===== src/rtl/wt_dcache_rd_arb_if.sv =====
// Read-port bundle between the cache read requesters and the read arbiter.
// Carries per-port requests, tag-only flags, address fields, and the
// one-hot grant and response-valid vectors returned by the arbiter.
//   master : requester side (drives request and address, sees ack and rvld)
//   slave  : arbiter side   (sees request and address, drives ack and rvld)
interface wt_dcache_rd_arb_if #(
  parameter int unsigned NumPorts = 3,
  parameter int unsigned TagWidth = 44,
  parameter int unsigned IdxWidth = 8,
  parameter int unsigned OffWidth = 4
);
  logic [NumPorts-1:0]               rd_req_i;
  logic [NumPorts-1:0]               rd_tag_only_i;
  logic [NumPorts-1:0][TagWidth-1:0] rd_tag_i;
  logic [NumPorts-1:0][IdxWidth-1:0] rd_idx_i;
  logic [NumPorts-1:0][OffWidth-1:0] rd_off_i;
  logic [NumPorts-1:0]               rd_ack_o;
  logic [NumPorts-1:0]               rd_rvld_o;

  modport master (
    output rd_req_i, rd_tag_only_i, rd_tag_i, rd_idx_i, rd_off_i,
    input  rd_ack_o, rd_rvld_o
  );

  modport slave (
    input  rd_req_i, rd_tag_only_i, rd_tag_i, rd_idx_i, rd_off_i,
    output rd_ack_o, rd_rvld_o
  );
endinterface


===== src/rtl/wt_dcache_rd_arb.sv =====
// Read-port arbiter for the write-through data cache arrays.
// Grants at most one read port per cycle. Ports are split into a high-priority
// class and a low-priority class, and each class has its own round-robin
// pointer. A starvation counter forces one low-priority grant after the
// low-priority ports have waited MaxStarve cycles.
// Ports:
//   clk_i, rst_i     : clock, synchronous active-high reset
//   rd_bus (slave)   : per-port request, address, grant (comb), rvld (+1 cycle)
//   wr_cl_vld_i      : cacheline refill/invalidate owns the arrays, blocks all grants
//   wr_req_i         : single-word write pending, blocks low-priority grants
//   mem_req_o, mem_tag_only_o, mem_idx_o, mem_off_o : granted request to the arrays
//   mem_tag_o        : tag of the previous grant, used for the hit compare
//   busy_o           : request or response outstanding
module wt_dcache_rd_arb #(
  parameter int unsigned         NumPorts = 3,
  parameter logic [NumPorts-1:0] PrioMask = 3'b011,
  parameter int unsigned         MaxStarve = 8,
  parameter int unsigned         TagWidth = 44,
  parameter int unsigned         IdxWidth = 8,
  parameter int unsigned         OffWidth = 4
) (
  input  logic                 clk_i,
  input  logic                 rst_i,
  wt_dcache_rd_arb_if.slave    rd_bus,
  input  logic                 wr_cl_vld_i,
  input  logic                 wr_req_i,
  output logic                 mem_req_o,
  output logic                 mem_tag_only_o,
  output logic [IdxWidth-1:0]  mem_idx_o,
  output logic [OffWidth-1:0]  mem_off_o,
  output logic [TagWidth-1:0]  mem_tag_o,
  output logic                 busy_o
);

  localparam int unsigned PtrW = (NumPorts > 1) ? $clog2(NumPorts) : 1;
  localparam logic [7:0]  StarveMax = 8'(MaxStarve);

  // Returns the first requester strictly after ptr, wrapping modulo NumPorts.
  // Starting at ptr+1 and ending at ptr itself lets the last winner be granted
  // again only when it is the sole requester.
  function automatic logic [NumPorts-1:0] rr_pick(
    input logic [NumPorts-1:0] req,
    input logic [PtrW-1:0]     ptr
  );
    logic [NumPorts-1:0] gnt;
    logic                found;
    int unsigned         idx;
    gnt   = {NumPorts{1'b0}};
    found = 1'b0;
    for (int unsigned off = 1; off <= NumPorts; off++) begin
      idx = (32'(ptr) + off) % NumPorts;
      if (!found && req[idx]) begin
        gnt[idx] = 1'b1;
        found    = 1'b1;
      end else begin
        found = found;
      end
    end
    return gnt;
  endfunction

  logic [NumPorts-1:0] eligible_s;
  logic [NumPorts-1:0] hi_elig_s;
  logic [NumPorts-1:0] lo_elig_s;
  logic [NumPorts-1:0] lo_req_s;
  logic                sel_lo_s;
  logic [NumPorts-1:0] ack_s;
  logic [PtrW-1:0]     gnt_idx_s;
  logic [TagWidth-1:0] gnt_tag_s;
  logic [IdxWidth-1:0] gnt_idx_field_s;
  logic [OffWidth-1:0] gnt_off_s;
  logic                gnt_tag_only_s;

  logic [NumPorts-1:0] vld_r;
  logic [TagWidth-1:0] tag_r;
  logic [7:0]          starve_cnt_r;
  logic [PtrW-1:0]     rr_ptr_hi_r;
  logic [PtrW-1:0]     rr_ptr_lo_r;

  // Eligibility, class selection and round-robin grant within the chosen class.
  always_comb begin
    lo_req_s = rd_bus.rd_req_i & ~PrioMask;
    if (wr_cl_vld_i) begin
      eligible_s = {NumPorts{1'b0}};
    end else begin
      eligible_s = rd_bus.rd_req_i & (PrioMask | {NumPorts{~wr_req_i}});
    end
    hi_elig_s = eligible_s & PrioMask;
    lo_elig_s = eligible_s & ~PrioMask;

    // A saturated starvation counter overrides the normal high-class preference.
    if ((starve_cnt_r == StarveMax) && (|lo_elig_s)) begin
      sel_lo_s = 1'b1;
    end else if (|hi_elig_s) begin
      sel_lo_s = 1'b0;
    end else begin
      sel_lo_s = 1'b1;
    end

    if (sel_lo_s) begin
      ack_s = rr_pick(lo_elig_s, rr_ptr_lo_r);
    end else begin
      ack_s = rr_pick(hi_elig_s, rr_ptr_hi_r);
    end
  end

  // One-hot AND-OR mux of the granted port's fields; all zero without a grant.
  always_comb begin
    gnt_idx_s       = {PtrW{1'b0}};
    gnt_tag_s       = {TagWidth{1'b0}};
    gnt_idx_field_s = {IdxWidth{1'b0}};
    gnt_off_s       = {OffWidth{1'b0}};
    gnt_tag_only_s  = 1'b0;
    for (int k = 0; k < NumPorts; k++) begin
      gnt_idx_s       = gnt_idx_s | (PtrW'(k) & {PtrW{ack_s[k]}});
      gnt_tag_s       = gnt_tag_s | (rd_bus.rd_tag_i[k] & {TagWidth{ack_s[k]}});
      gnt_idx_field_s = gnt_idx_field_s | (rd_bus.rd_idx_i[k] & {IdxWidth{ack_s[k]}});
      gnt_off_s       = gnt_off_s | (rd_bus.rd_off_i[k] & {OffWidth{ack_s[k]}});
      gnt_tag_only_s  = gnt_tag_only_s | (rd_bus.rd_tag_only_i[k] & ack_s[k]);
    end
  end

  // Response pipeline, round-robin pointers and starvation counter.
  always_ff @(posedge clk_i) begin
    if (rst_i) begin
      vld_r        <= {NumPorts{1'b0}};
      tag_r        <= {TagWidth{1'b0}};
      starve_cnt_r <= 8'd0;
      rr_ptr_hi_r  <= PtrW'(NumPorts - 1);
      rr_ptr_lo_r  <= PtrW'(NumPorts - 1);
    end else begin
      vld_r <= ack_s;
      if (|ack_s) begin
        tag_r <= gnt_tag_s;
        if (sel_lo_s) begin
          rr_ptr_lo_r <= gnt_idx_s;
        end else begin
          rr_ptr_hi_r <= gnt_idx_s;
        end
      end else begin
        tag_r <= tag_r;
      end
      // Counts raw low-priority waiting, including cycles lost to writes/refills.
      if (|(ack_s & ~PrioMask)) begin
        starve_cnt_r <= 8'd0;
      end else if ((|lo_req_s) && (starve_cnt_r != StarveMax)) begin
        starve_cnt_r <= starve_cnt_r + 8'd1;
      end else begin
        starve_cnt_r <= starve_cnt_r;
      end
    end
  end

  assign rd_bus.rd_ack_o  = ack_s;
  assign rd_bus.rd_rvld_o = vld_r;
  assign mem_req_o        = |ack_s;
  assign mem_tag_only_o   = gnt_tag_only_s;
  assign mem_idx_o        = gnt_idx_field_s;
  assign mem_off_o        = gnt_off_s;
  assign mem_tag_o        = tag_r;
  assign busy_o           = (|rd_bus.rd_req_i) | (|vld_r);

endmodule


===== src/flat_wrapper.sv =====
// flat-port wrapper written by rule: the top's interface ports become plain ports
module wt_dcache_rd_arb_flat 
#(
  parameter int unsigned         NumPorts = 3,
  parameter logic [NumPorts-1:0] PrioMask = 3'b011,
  parameter int unsigned         MaxStarve = 8,
  parameter int unsigned         TagWidth = 44,
  parameter int unsigned         IdxWidth = 8,
  parameter int unsigned         OffWidth = 4
)
  (clk_i, rst_i, wr_cl_vld_i, wr_req_i, mem_req_o, mem_tag_only_o, mem_idx_o, mem_off_o, mem_tag_o, busy_o, rd_bus_rd_req_i, rd_bus_rd_tag_only_i, rd_bus_rd_tag_i, rd_bus_rd_idx_i, rd_bus_rd_off_i, rd_bus_rd_ack_o, rd_bus_rd_rvld_o);
  wt_dcache_rd_arb_if #(.NumPorts(NumPorts), .TagWidth(TagWidth), .IdxWidth(IdxWidth), .OffWidth(OffWidth)) rd_bus_i ();
  input  logic clk_i;
  input  logic rst_i;
  input  logic wr_cl_vld_i;
  input  logic wr_req_i;
  output logic mem_req_o;
  output logic mem_tag_only_o;
  output logic [IdxWidth-1:0] mem_idx_o;
  output logic [OffWidth-1:0] mem_off_o;
  output logic [TagWidth-1:0] mem_tag_o;
  output logic busy_o;
  input wire logic [$bits(rd_bus_i.rd_req_i)-1:0] rd_bus_rd_req_i;
  input wire logic [$bits(rd_bus_i.rd_tag_only_i)-1:0] rd_bus_rd_tag_only_i;
  input wire logic [$bits(rd_bus_i.rd_tag_i)-1:0] rd_bus_rd_tag_i;
  input wire logic [$bits(rd_bus_i.rd_idx_i)-1:0] rd_bus_rd_idx_i;
  input wire logic [$bits(rd_bus_i.rd_off_i)-1:0] rd_bus_rd_off_i;
  output wire logic [$bits(rd_bus_i.rd_ack_o)-1:0] rd_bus_rd_ack_o;
  output wire logic [$bits(rd_bus_i.rd_rvld_o)-1:0] rd_bus_rd_rvld_o;
  assign rd_bus_i.rd_req_i = rd_bus_rd_req_i;
  assign rd_bus_i.rd_tag_only_i = rd_bus_rd_tag_only_i;
  assign rd_bus_i.rd_tag_i = rd_bus_rd_tag_i;
  assign rd_bus_i.rd_idx_i = rd_bus_rd_idx_i;
  assign rd_bus_i.rd_off_i = rd_bus_rd_off_i;
  assign rd_bus_rd_ack_o = rd_bus_i.rd_ack_o;
  assign rd_bus_rd_rvld_o = rd_bus_i.rd_rvld_o;
  wt_dcache_rd_arb #(.NumPorts(NumPorts), .PrioMask(PrioMask), .MaxStarve(MaxStarve), .TagWidth(TagWidth), .IdxWidth(IdxWidth), .OffWidth(OffWidth)) u_core (.clk_i(clk_i), .rst_i(rst_i), .rd_bus(rd_bus_i), .wr_cl_vld_i(wr_cl_vld_i), .wr_req_i(wr_req_i), .mem_req_o(mem_req_o), .mem_tag_only_o(mem_tag_only_o), .mem_idx_o(mem_idx_o), .mem_off_o(mem_off_o), .mem_tag_o(mem_tag_o), .busy_o(busy_o));
endmodule

===== config.mk =====
export PLATFORM = sky130hd
export DESIGN_NAME = wt_dcache_rd_arb_flat
export DESIGN_NICKNAME = d
export VERILOG_FILES = /design/src/rtl/wt_dcache_rd_arb_if.sv /design/src/rtl/wt_dcache_rd_arb.sv /design/src/flat_wrapper.sv
export SDC_FILE = /design/constraint.sdc
export NUM_CORES = 1
export LEC_CHECK = 0
export CAP_MARGIN = 20
export CELL_PAD_IN_SITES_DETAIL_PLACEMENT = 1
export CELL_PAD_IN_SITES_GLOBAL_PLACEMENT = 2
export CORE_MARGIN = 2
export CORE_UTILIZATION = 19
export CTS_CLUSTER_SIZE = 24
export DETAILED_ROUTE_END_ITERATION = 10
export GPL_ROUTABILITY_DRIVEN = 0
export PLACE_DENSITY = 0.92
export SYNTH_ARGS = -nofsm -noshare
export SYNTH_HDL_FRONTEND = slang
export SYNTH_SLANG_ARGS = --single-unit
export TNS_END_PERCENT = 1

===== constraint.sdc =====
create_clock -name clk_i -period 6.9 [get_ports clk_i]
set_input_delay 1.035 -clock clk_i [delete_from_list [all_inputs] [get_ports clk_i]]
set_output_delay 1.035 -clock clk_i [all_outputs]
set_load 0.02 [all_outputs]

After elaboration in Yosys (flattened, before gate mapping)
Index checks and enable logic that the tools add are counted.
- register bits: 59
- output and inout port bits: 65
- memory bits (writable): 0
- memories kept: 0
- bits in latches: 0
- bits in read-only memories: 0
- word-level logic and storage cells: 130
- input bits: 178
- bitwise gates (word level): 29
- multiplexer cells: 46
- shift operators: 0
- reduce and logical (&&, ||, !) cells: 23
- eq/ne operators: 2
- magnitude comparators: 12
- div/mod/pow operators: 6
- add/subtract/negate cells: 7
- multiply operators: 0
- operators by type and width (operator ; number):
    $ge A32 B1 Y1 const B ; 6
    $lt A32 B3 Y1 const B ; 6
    $mod A32 B2 Y32 const B ; 6
    $and A44 B44 Y44 ; 3
    $or A44 B44 Y44 ; 2
    $mux W3 ; 12
    $and A8 B8 Y8 ; 3
    $mux W1 ; 22
    $or A8 B8 Y8 ; 2
    $add A2 B2 Y3 const B ; 4
    $and A4 B4 Y4 ; 3
    $bmux W1 S2 ; 6
    $demux W1 S2 ; 6
    $logic_and A1 B1 Y1 ; 12
    $or A3 B3 Y3 ; 4
    $reduce_or A3 Y1 ; 3
    $add A8 B1 Y8 const B ; 1
    $eq A8 B4 Y1 const B ; 1
    $ne A8 B4 Y1 const B ; 1
    $or A4 B4 Y4 ; 2
    $add A2 B1 Y3 const B ; 2
    $logic_not A1 Y1 ; 4
    $reduce_and A2 Y1 ; 2
    $reduce_or A2 Y1 ; 2
    other kinds (5) ; 10

Longest topological paths before layout
Gate-level depths: netlist of run 1.
- word-level depth: 18
- gate-level depth with buffers: 12
- depth with buffers taken out: 10

Least setup slack after synthesis of run 1
Ideal clock, no wire load.
- kind: input-to-output
- start point: in rd_bus_rd_req_i[1]
- end point: out mem_idx_o[0]
- stages: 9
- data arrival time: 2944 ps
- setup slack: 2921 ps
- buffers on the path: 2
- required time: 5865 ps
- cell sequence: or3b_2 a211o_1 nand4_1 nand2_1 inv_1 buf_2 buf_1 a222oi_1 inv_1
- word-level cells in the longest chain between the ends: 17
- elaborated cells between the ends (all ways): 32
- those cells by class: 19 x mux; 8 x bitwise; 5 x reduce/logical
- RTL lines (element ; line ; RTL):
    start: declaration ; flat_wrapper.sv:23 ; input wire logic [$bits(rd_bus_i.rd_req_i)-1:0] rd_bus_rd_req_i;
    $and A3 B3 Y3 (*) ; wt_dcache_rd_arb.sv:86 ; eligible_s = rd_bus.rd_req_i & (PrioMask | {NumPorts{~wr_req_i}});
    $mux W3 (*) ; wt_dcache_rd_arb.sv:83 ; if (wr_cl_vld_i) begin
    $bmux W1 S2 ; wt_dcache_rd_arb.sv:52 ; if (!found && req[idx]) begin
    $mux W1 (not written as such) ; wt_dcache_rd_arb.sv:52 ;
    $mux W1 ; wt_dcache_rd_arb.sv:52 ;
    $mux W1 ; wt_dcache_rd_arb.sv:100 ; if (sel_lo_s) begin
    $logic_not A1 Y1 ; wt_dcache_rd_arb.sv:52 ;
    $logic_and A1 B1 Y1 ; wt_dcache_rd_arb.sv:52 ;
    $mux W1 ; wt_dcache_rd_arb.sv:52 ;
    $mux W1 ; wt_dcache_rd_arb.sv:100 ;
    $logic_not A1 Y1 ; wt_dcache_rd_arb.sv:52 ;
    $logic_and A1 B1 Y1 ; wt_dcache_rd_arb.sv:52 ;
    $mux W3 ; wt_dcache_rd_arb.sv:52 ;
    $mux W3 (*) ; wt_dcache_rd_arb.sv:100 ;
    via rd_bus_rd_ack_o[0] ; flat_wrapper.sv:28 ; output wire logic [$bits(rd_bus_i.rd_ack_o)-1:0] rd_bus_rd_ack_o;
    $and A8 B8 Y8 (*) ; wt_dcache_rd_arb.sv:117 ; gnt_idx_field_s = gnt_idx_field_s | (rd_bus.rd_idx_i[k] & {IdxWidth{ack_s[k]}});
    $or A8 B8 Y8 (*) (2 in a row) ; wt_dcache_rd_arb.sv:117 ;
    end: declaration ; flat_wrapper.sv:19 ; output logic [IdxWidth-1:0] mem_idx_o;
Mark *: on every way through the listed nets, which the timed path passes. The rest lies on a longest branch. The select of a mux whose other input is x is not followed.

Worst setup path in the final report of run 1
- start point: in rd_bus_rd_req_i[0]
- end point: out mem_tag_only_o
- word-level cells in the longest chain between the ends: 17
- elaborated cells between the ends (all ways): 32
- those cells by class: 19 x mux; 8 x bitwise; 5 x reduce/logical
- RTL lines (element ; line ; RTL):
    $and A3 B3 Y3 (*) ; wt_dcache_rd_arb.sv:86 ;
    $mux W3 (*) ; wt_dcache_rd_arb.sv:83 ;
    $bmux W1 S2 ; wt_dcache_rd_arb.sv:52 ;
    $mux W1 (not written as such) ; wt_dcache_rd_arb.sv:52 ;
    $mux W1 ; wt_dcache_rd_arb.sv:52 ;
    $mux W1 ; wt_dcache_rd_arb.sv:100 ;
    $logic_not A1 Y1 ; wt_dcache_rd_arb.sv:52 ;
    $logic_and A1 B1 Y1 ; wt_dcache_rd_arb.sv:52 ;
    $mux W1 ; wt_dcache_rd_arb.sv:52 ;
    $mux W1 ; wt_dcache_rd_arb.sv:100 ;
    $logic_not A1 Y1 ; wt_dcache_rd_arb.sv:52 ;
    $logic_and A1 B1 Y1 ; wt_dcache_rd_arb.sv:52 ;
    $mux W3 ; wt_dcache_rd_arb.sv:52 ;
    $mux W3 (*) ; wt_dcache_rd_arb.sv:100 ;
    $and A1 B1 Y1 ; wt_dcache_rd_arb.sv:119 ; gnt_tag_only_s = gnt_tag_only_s | (rd_bus.rd_tag_only_i[k] & ack_s[k]);
    $or A1 B1 Y1 ; wt_dcache_rd_arb.sv:119 ;
    $or A1 B1 Y1 (*) ; wt_dcache_rd_arb.sv:119 ;
    end: declaration ; flat_wrapper.sv:18 ; output logic mem_tag_only_o;
Every way passes the cells marked *; elsewhere a longest branch is shown, timed or not. The select of a mux whose other input is x is not followed.

==> results by group, run 1 <==
Route
  • Routed Antenna Nets: 0
  • Iteration count of the initial detailed-routing pass: 6
  • Via count: 4,061
  • Routed wirelength normalized by instance count: approximately 20 um
  • Detailed-route wire length: 16,100 um
  • Detailed-route DRC error count: 0
  • Via-to-Cell Ratio: 5.00
  • Number of DRC violations after detailed-routing iteration 0: 216

Cells and area
  • Count of antenna diodes in the layout: 0
  • Synthesis-to-layout area growth: 90.0%
  • Most common library cell in the layout ignoring fill and taps: clkdlybuf4s50_1
  • Share of cells above drive strength 1: 6.25%
  • Number of nets at the end of the flow: 775
  • Most frequent cells in the layout: clkdlybuf4s50_1 (241), dfxtp_1 (59), a22oi_1 (30), o21ai_0 (30), a32oi_1 (29)

Worst hold path
  • Cell depth of the worst min-delay path: 2
  • Path class of the lowest-slack min-delay path: reg -> reg
  • Terminating pin of the worst hold path: u_core.mem_tag_o[8]
  • Source of the worst hold timing path: u_core.mem_tag_o[8]

CTS
  • Longest Clk Path Bufs: 2
  • Post-CTS Hold Fix Bufs: 0
  • Root buf cell: clkbuf_16
  • Worst-path clk slew: 0.06 ns
  • # H-tree levels: 3
  • TritonCTS buffer count: 9
  • Post-CTS Setup Bufs: 0
  • Count of instances resized after the clock tree is built: 0
  • Clock sink count: between 50 and 60
  • Skew-Pair Late Insertion Delay: 0.34 ns
  • TritonCTS clock tree: yes

Placed design
  • # port buffers: 242
  • Hpwl dp: about 12,000 um

Synth
  • Post-synthesis cell count: 360
  • Most used flip-flop cell after synthesis: dfxtp_1
  • Flip-flop and latch count after synthesis: roughly 60
  • Yosys cell types: 51
  • Share of synthesized area occupied by flip-flops and latches: 36.5%
  • Mapped cell area: 3240 sq um
  • Number of synthesized flops with an enable pin: 0
  • Synthesized netlist net count: approximately 550
  • Mean post-synth cell area: 9.00 sq um
  • Count of synthesis-stage warnings from yosys: 0
  • Fraction of registers with async set or reset after synthesis: 0%

Timing
  • Post-layout min period: 5.37 ns
  • Final Skew: 0.0115 ns
  • Final total negative setup slack: 0 ns
  • Tcrit/Tclk final: ~78%
  • Max-slew violation count: 0
  • Worst-case headroom to the max-slew limit: between 30% and 40%
  • Maximum clock frequency: 186 MHz
  • Smallest hold slack: 0.471 ns
  • Hold violation count in the final report: 0
  • Slew at the pin with the worst max-slew slack: about 0.96 ns
  • Unrepaired setup endpoints after global routing: no
  • Final number of setup-violating endpoints: 0

Setup path
  • Most frequent CP cell: clkdlybuf4s50_1
  • Kind of launch point of the worst setup path: input port
  • Crit path required time: 5.86 ns
  • Library cell contributing the largest single delay on the critical path: a21o_2
  • Arrival time at the worst endpoint: 4.34 ns
  • Depth of the worst register-to-register path: 12
  • Delay of the slowest cell on the worst path: 0.67 ns
  • Reg2Reg Setup Slack: 3.30 ns
  • R2R Path End: u_core.mem_tag_o[21]
  • Maximum fanout along the worst path: 32
  • Worst-path cell chain: clkdlybuf4s50_1 > nor3b_1 > a22oi_1 > o21ai_0 > a21o_2 > a222oi_1 > inv_1 > clkdlybuf4s50_1
  • Buffering stage count on the worst path with inverters included: 3
  • Kind of cell adding the most delay to the critical path: compound AO/OA/AOI/OAI gates
  • Class of the most critical setup path: in -> out
  • Depth of the critical timing path with buffers and inverters included: 8
  • CP Capture Type: output port
  • Launching point of the worst reg2reg path: u_core.starve_cnt_r[0]

GRT
  • Total track usage: 17.3%
  • Residual overflow from global routing: 0
  • Via count of the first global-routing pass: around 4,300
  • Maximum number of pins on one net before global-route repair: 54
  • First-pass GRT wire length: 24,200 um
  • Number of antenna violations at the first check in global routing: 0

Floorplan
  • Number of top-level design ports: between 200 and 250
  • Starting density of the core: 19.5%
  • Total number of placement rows: 47
  • Core footprint: 16,600 sq um
  • Area of the die: approximately 18,000 sq um
  • Overall die width: 135 um
  • Height of the die: around 130 um

Job
  • Total of max-cap violations: 0

Power and ir drop
  • Power density over the cells: 197 nW/um^2
  • Leakage power: 2.26 nW
  • Worst vdd rail ir drop: 0.114 mV

Run status
  • Outcome: complete, no violations
layout make-up:
class	instances	area [sq um]
Fill cell	1906	10500
Clock inverter	6	72.6
Timing Repair Buffer	250	2480
Inverter	24	90.1
Tap cell	220	275
Clock buffer	10	239
Multi-Input combinational cell	243	1820
Sequential cell	59	1180
worst min-delay path, stage by stage (launching register included):
cell	delay, ns
dfxtp_1	0.31
nand3_1	0.06
a21oi_1	0.06
layer usage:
layer,track usage [%],part of all wire [%]
met3,5.44,7.5
met5,0,0
met2,30.8,52
met1,19.6,39
met4,5.73,1.7
flip-flops by register name, indices dropped and copies added (netlist names):
| signal | count |
|---|---|
| u_core.rr_ptr_hi_r | 2 |
| u_core.mem_tag_o | 44 |
| u_core.starve_cnt_r | 8 |
| u_core.rd_bus.rd_rvld_o | 3 |
| u_core.rr_ptr_lo_r | 2 |
where the power goes:
group          leakage, nW  switching (mW)  total (mW)  internal, mW
registers            0.483          0.0162       0.385         0.369
clock network        0.150           0.186       0.479         0.293
logic                 1.62           0.157       0.346         0.189
metrics by stage:
stage	power, mW	worst slack [ns]	cells	utilization [%]	instance area [sq um]
3_5_place_dp	0.741	1.53	796	35.1	5840
3_3_place_gp	0.731	1.68	796	35.1	5840
6_report	1.21	1.53	812	37.0	6150
5_1_grt	1.27	1.36	812	37.0	6150
2_1_floorplan	0.531	2.92	360	-	3240
4_1_cts	1.23	1.51	812	37.0	6150
how the worst max path moves through the flow:
| stage | startpoint | to |
|---|---|---|
| 2_1_floorplan | rd_bus_rd_req_i[1] | mem_idx_o[0] |
| 3_3_place_gp | rd_bus_rd_req_i[1] | mem_tag_only_o |
| 3_5_place_dp | rd_bus_rd_req_i[1] | mem_tag_only_o |
| 4_1_cts | rd_bus_rd_req_i[1] | mem_tag_only_o |
| 5_1_grt | rd_bus_rd_req_i[1] | mem_idx_o[6] |
| 6_report | rd_bus_rd_req_i[0] | mem_tag_only_o |
cell usage after synthesis (2+ instances only):
cell / n / share of area (%)
nor3b_1: 2 / 0.46
a211oi_1: 2 / 0.46
a32oi_1: 29 / 7.8
nor2b_1: 5 / 0.97
a21o_1: 2 / 0.46
a222oi_1: 28 / 8.7
nand2b_1: 2 / 0.39
ha_1: 10 / 3.9
nor2_1: 15 / 1.7
buf_4: 2 / 0.46
o21ai_1: 2 / 0.31
clkbuf_1: 23 / 2.7
buf_2: 7 / 1.1
nand3_1: 17 / 2.6
nand2_1: 6 / 0.70
nand4_1: 4 / 0.77
a211o_1: 3 / 0.81
and3b_1: 5 / 1.4
xor2_1: 6 / 1.6
a22oi_1: 30 / 7.0
inv_1: 23 / 2.7
o21ai_0: 30 / 4.6
a21oi_1: 19 / 2.9
dfxtp_1: 59 / 36
or2_2: 2 / 0.39
o2111ai_1: 2 / 0.54
cells by family (layout without fill, tap and decap cells):
family                     count (synthesis)  count (layout)  synth area share, %
buffers and inverters                     58             290                 7.45
muxes                                      1               1                0.348
and+or+nand+nor                           68              68                 12.5
xor gates and xnor gates                   7               7                 1.89
AOI/OAI and AO/OA                        157             157                 37.5
adders and majority gates                 10              10                 3.86
DFF                                       59              59                 36.5
(Power assumes the default switching activity.)
==> run 2: changes to the inputs <==
--- a/config.mk
+++ b/config.mk
@@ -9,11 +9,11 @@
 export CELL_PAD_IN_SITES_DETAIL_PLACEMENT = 1
 export CELL_PAD_IN_SITES_GLOBAL_PLACEMENT = 2
 export CORE_MARGIN = 2
-export CORE_UTILIZATION = 19
+export CORE_UTILIZATION = 18
 export CTS_CLUSTER_SIZE = 24
 export DETAILED_ROUTE_END_ITERATION = 10
 export GPL_ROUTABILITY_DRIVEN = 0
-export PLACE_DENSITY = 0.92
+export PLACE_DENSITY = 0.88
 export SYNTH_ARGS = -nofsm -noshare
 export SYNTH_HDL_FRONTEND = slang
 export SYNTH_SLANG_ARGS = --single-unit
==> constraint.sdc (replaced) <==
create_clock -name clk_i -period 5.2 [get_ports clk_i]
set_input_delay 0.78 -clock clk_i [delete_from_list [all_inputs] [get_ports clk_i]]
set_output_delay 0.78 -clock clk_i [all_outputs]
set_load 0.02 [all_outputs]
==> results by group, run 2 (synthesis gave the netlist of run 1 again) <==
Run status
  • Outcome: complete, no violations

Timing
  • Hold violation count in the final report: 0
  • Post-layout min period: 4.74 ns
  • Unrepaired setup endpoints after global routing: no
  • Worst-case headroom to the max-slew limit: 45.4%
  • Tcrit/Tclk final: between 90% and 100%
  • Final number of setup-violating endpoints: 0
  • Final Skew: 0.00540 ns
  • Final total negative setup slack: 0 ns
  • Slew at the pin with the worst max-slew slack: 0.811 ns
  • Max-slew violation count: 0
  • Maximum clock frequency: 211 MHz

Route
  • Detailed-route DRC error count: 0
  • Routed Antenna Nets: 0
  • Detailed-route wire length: 15,400 um
  • Routed wirelength normalized by instance count: 18.6 um
  • Via-to-Cell Ratio: 4.94
  • Iteration count of the initial detailed-routing pass: 6
  • Via count: 4,067
  • Number of DRC violations after detailed-routing iteration 0: 313

CTS
  • # H-tree levels: 3
  • Count of instances resized after the clock tree is built: 0
  • Worst-path clk slew: 0.05 ns
  • TritonCTS clock tree: yes
  • Clock sink count: 59
  • Skew-Pair Late Insertion Delay: between 0.3 and 0.4 ns
  • Root buf cell: clkbuf_16
  • Longest Clk Path Bufs: 2
  • Post-CTS Hold Fix Bufs: 0
  • Post-CTS Setup Bufs: 0
  • TritonCTS buffer count: 9

GRT
  • Number of antenna violations at the first check in global routing: 0
  • Maximum number of pins on one net before global-route repair: between 50 and 60
  • First-pass GRT wire length: 23,700 um
  • Residual overflow from global routing: 0
  • Via count of the first global-routing pass: 4,405
  • Total track usage: 15.5%

Cells and area
  • Count of antenna diodes in the layout: 0
  • Number of flip-flops under the largest register name: 44
  • Synthesis-to-layout area growth: 91.1%
  • Share of cells above drive strength 1: 6.72%
  • Area of all placed cells without fillers: a little over 6000 sq um
  • Most common library cell in the layout ignoring fill and taps: clkdlybuf4s50_1
  • Most frequent cells in the layout: clkdlybuf4s50_1 (241), dfxtp_1 (59), a22oi_1 (30), o21ai_0 (30), a32oi_1 (29)
  • Number of nets at the end of the flow: 778
  • Count of non-filler cells in the finished layout: 824

Power and ir drop
  • Comb power frac: 29.1%
  • Share of total power in the clock network: 38.9%
  • Share of power burned in registers: 32.0%
  • Switching Power: 0.445 mW
  • Power Internal: 1.15 mW
  • Power density over the cells: 258 nW/um^2
  • Worst vdd rail ir drop: 0.148 mV
  • Leakage power: around 2.3 nW
  • Switching Fraction: around 28%

Floorplan
  • Height of the die: 138 um
  • Total number of placement rows: just under 50
  • Number of top-level design ports: 243
  • Overall die width: 138 um
  • Starting density of the core: 18.2%
  • Area of the die: 19,100 sq um
  • Core footprint: between 15,000 and 20,000 sq um

Setup path
  • Maximum fanout along the worst path: 25
  • Crit path required time: 4.42 ns
  • Arrival time at the worst endpoint: around 4.0 ns
  • CP Capture Type: output port
  • Kind of launch point of the worst setup path: input port
  • Class of the most critical setup path: in -> out

Job
  • Total of max-cap violations: 0

Placed design
  • # port buffers: ~240
  • Dpl cells: between 800 and 900
  • Hpwl dp: 11,700 um
  • Placed Area: 5880 sq um

Worst hold path
  • Path class of the lowest-slack min-delay path: reg -> reg
run 2: power groups by stage:
stage / Sequential (mW) / Clock (mW) / Combinational (mW)
after floorplan: 0.558 / 0 / 0.147
after global placement: 0.517 / 0 / 0.456
after detailed placement: 0.520 / 0 / 0.466
after CTS: 0.511 / 0.643 / 0.468
after global routing: 0.515 / 0.666 / 0.494
final: 0.511 / 0.620 / 0.464
run 2: area by class of cell:
cell class                 instances  area [sq um]
multi-input combinational        243          1820
clock buffer                      12           267
timing repair buffer             253          2500
clock inverter                     4          47.5
inverter                          24          90.1
fill                            2045         11600
tap                              229           287
sequential                        59          1180
run 2: metrics by stage:
stage	setup WS [ns]	util, %	hold slack, ns	total power [mW]
detailed placement	0.438	33.0	0.463	0.985
global placement	0.680	33.0	0.456	0.973
finish	0.465	34.8	0.468	1.59
floorplan	1.73	-	0.488	0.705
global route	0.243	34.8	0.499	1.67
CTS	0.436	34.8	0.471	1.62
run 2: worst paths after layout:
kind	startpoint	to	slack (ns)	depth (start not counted)
max reg2reg	u_core.starve_cnt_r[0]	u_core.mem_tag_o[22]	1.59	12
min reg2reg	u_core.mem_tag_o[41]	u_core.mem_tag_o[41]	0.47	2
min	u_core.mem_tag_o[41]	u_core.mem_tag_o[41]	0.47	2
max	rd_bus_rd_req_i[0]	mem_idx_o[6]	0.46	8
run 2: worst max-delay path, stage by stage:
cell and delay, ns:
clkdlybuf4s50_1 0.56, nor3b_1 0.31, a22oi_1 0.11, o21ai_0 0.67, a21o_2 0.58, a222oi_1 0.23, inv_1 0.10, clkdlybuf4s50_1 0.60
run 2: layer usage:
layer | share of wire (%) | track usage, % | vias up
met1 | 39 | 17.3 | 1989
li1 | - | - | 1895
met5 | 0 | 0 | -
met3 | 6.6 | 4.68 | 16
met2 | 53 | 28.3 | 167
met4 | 1.4 | 4.78 | 0
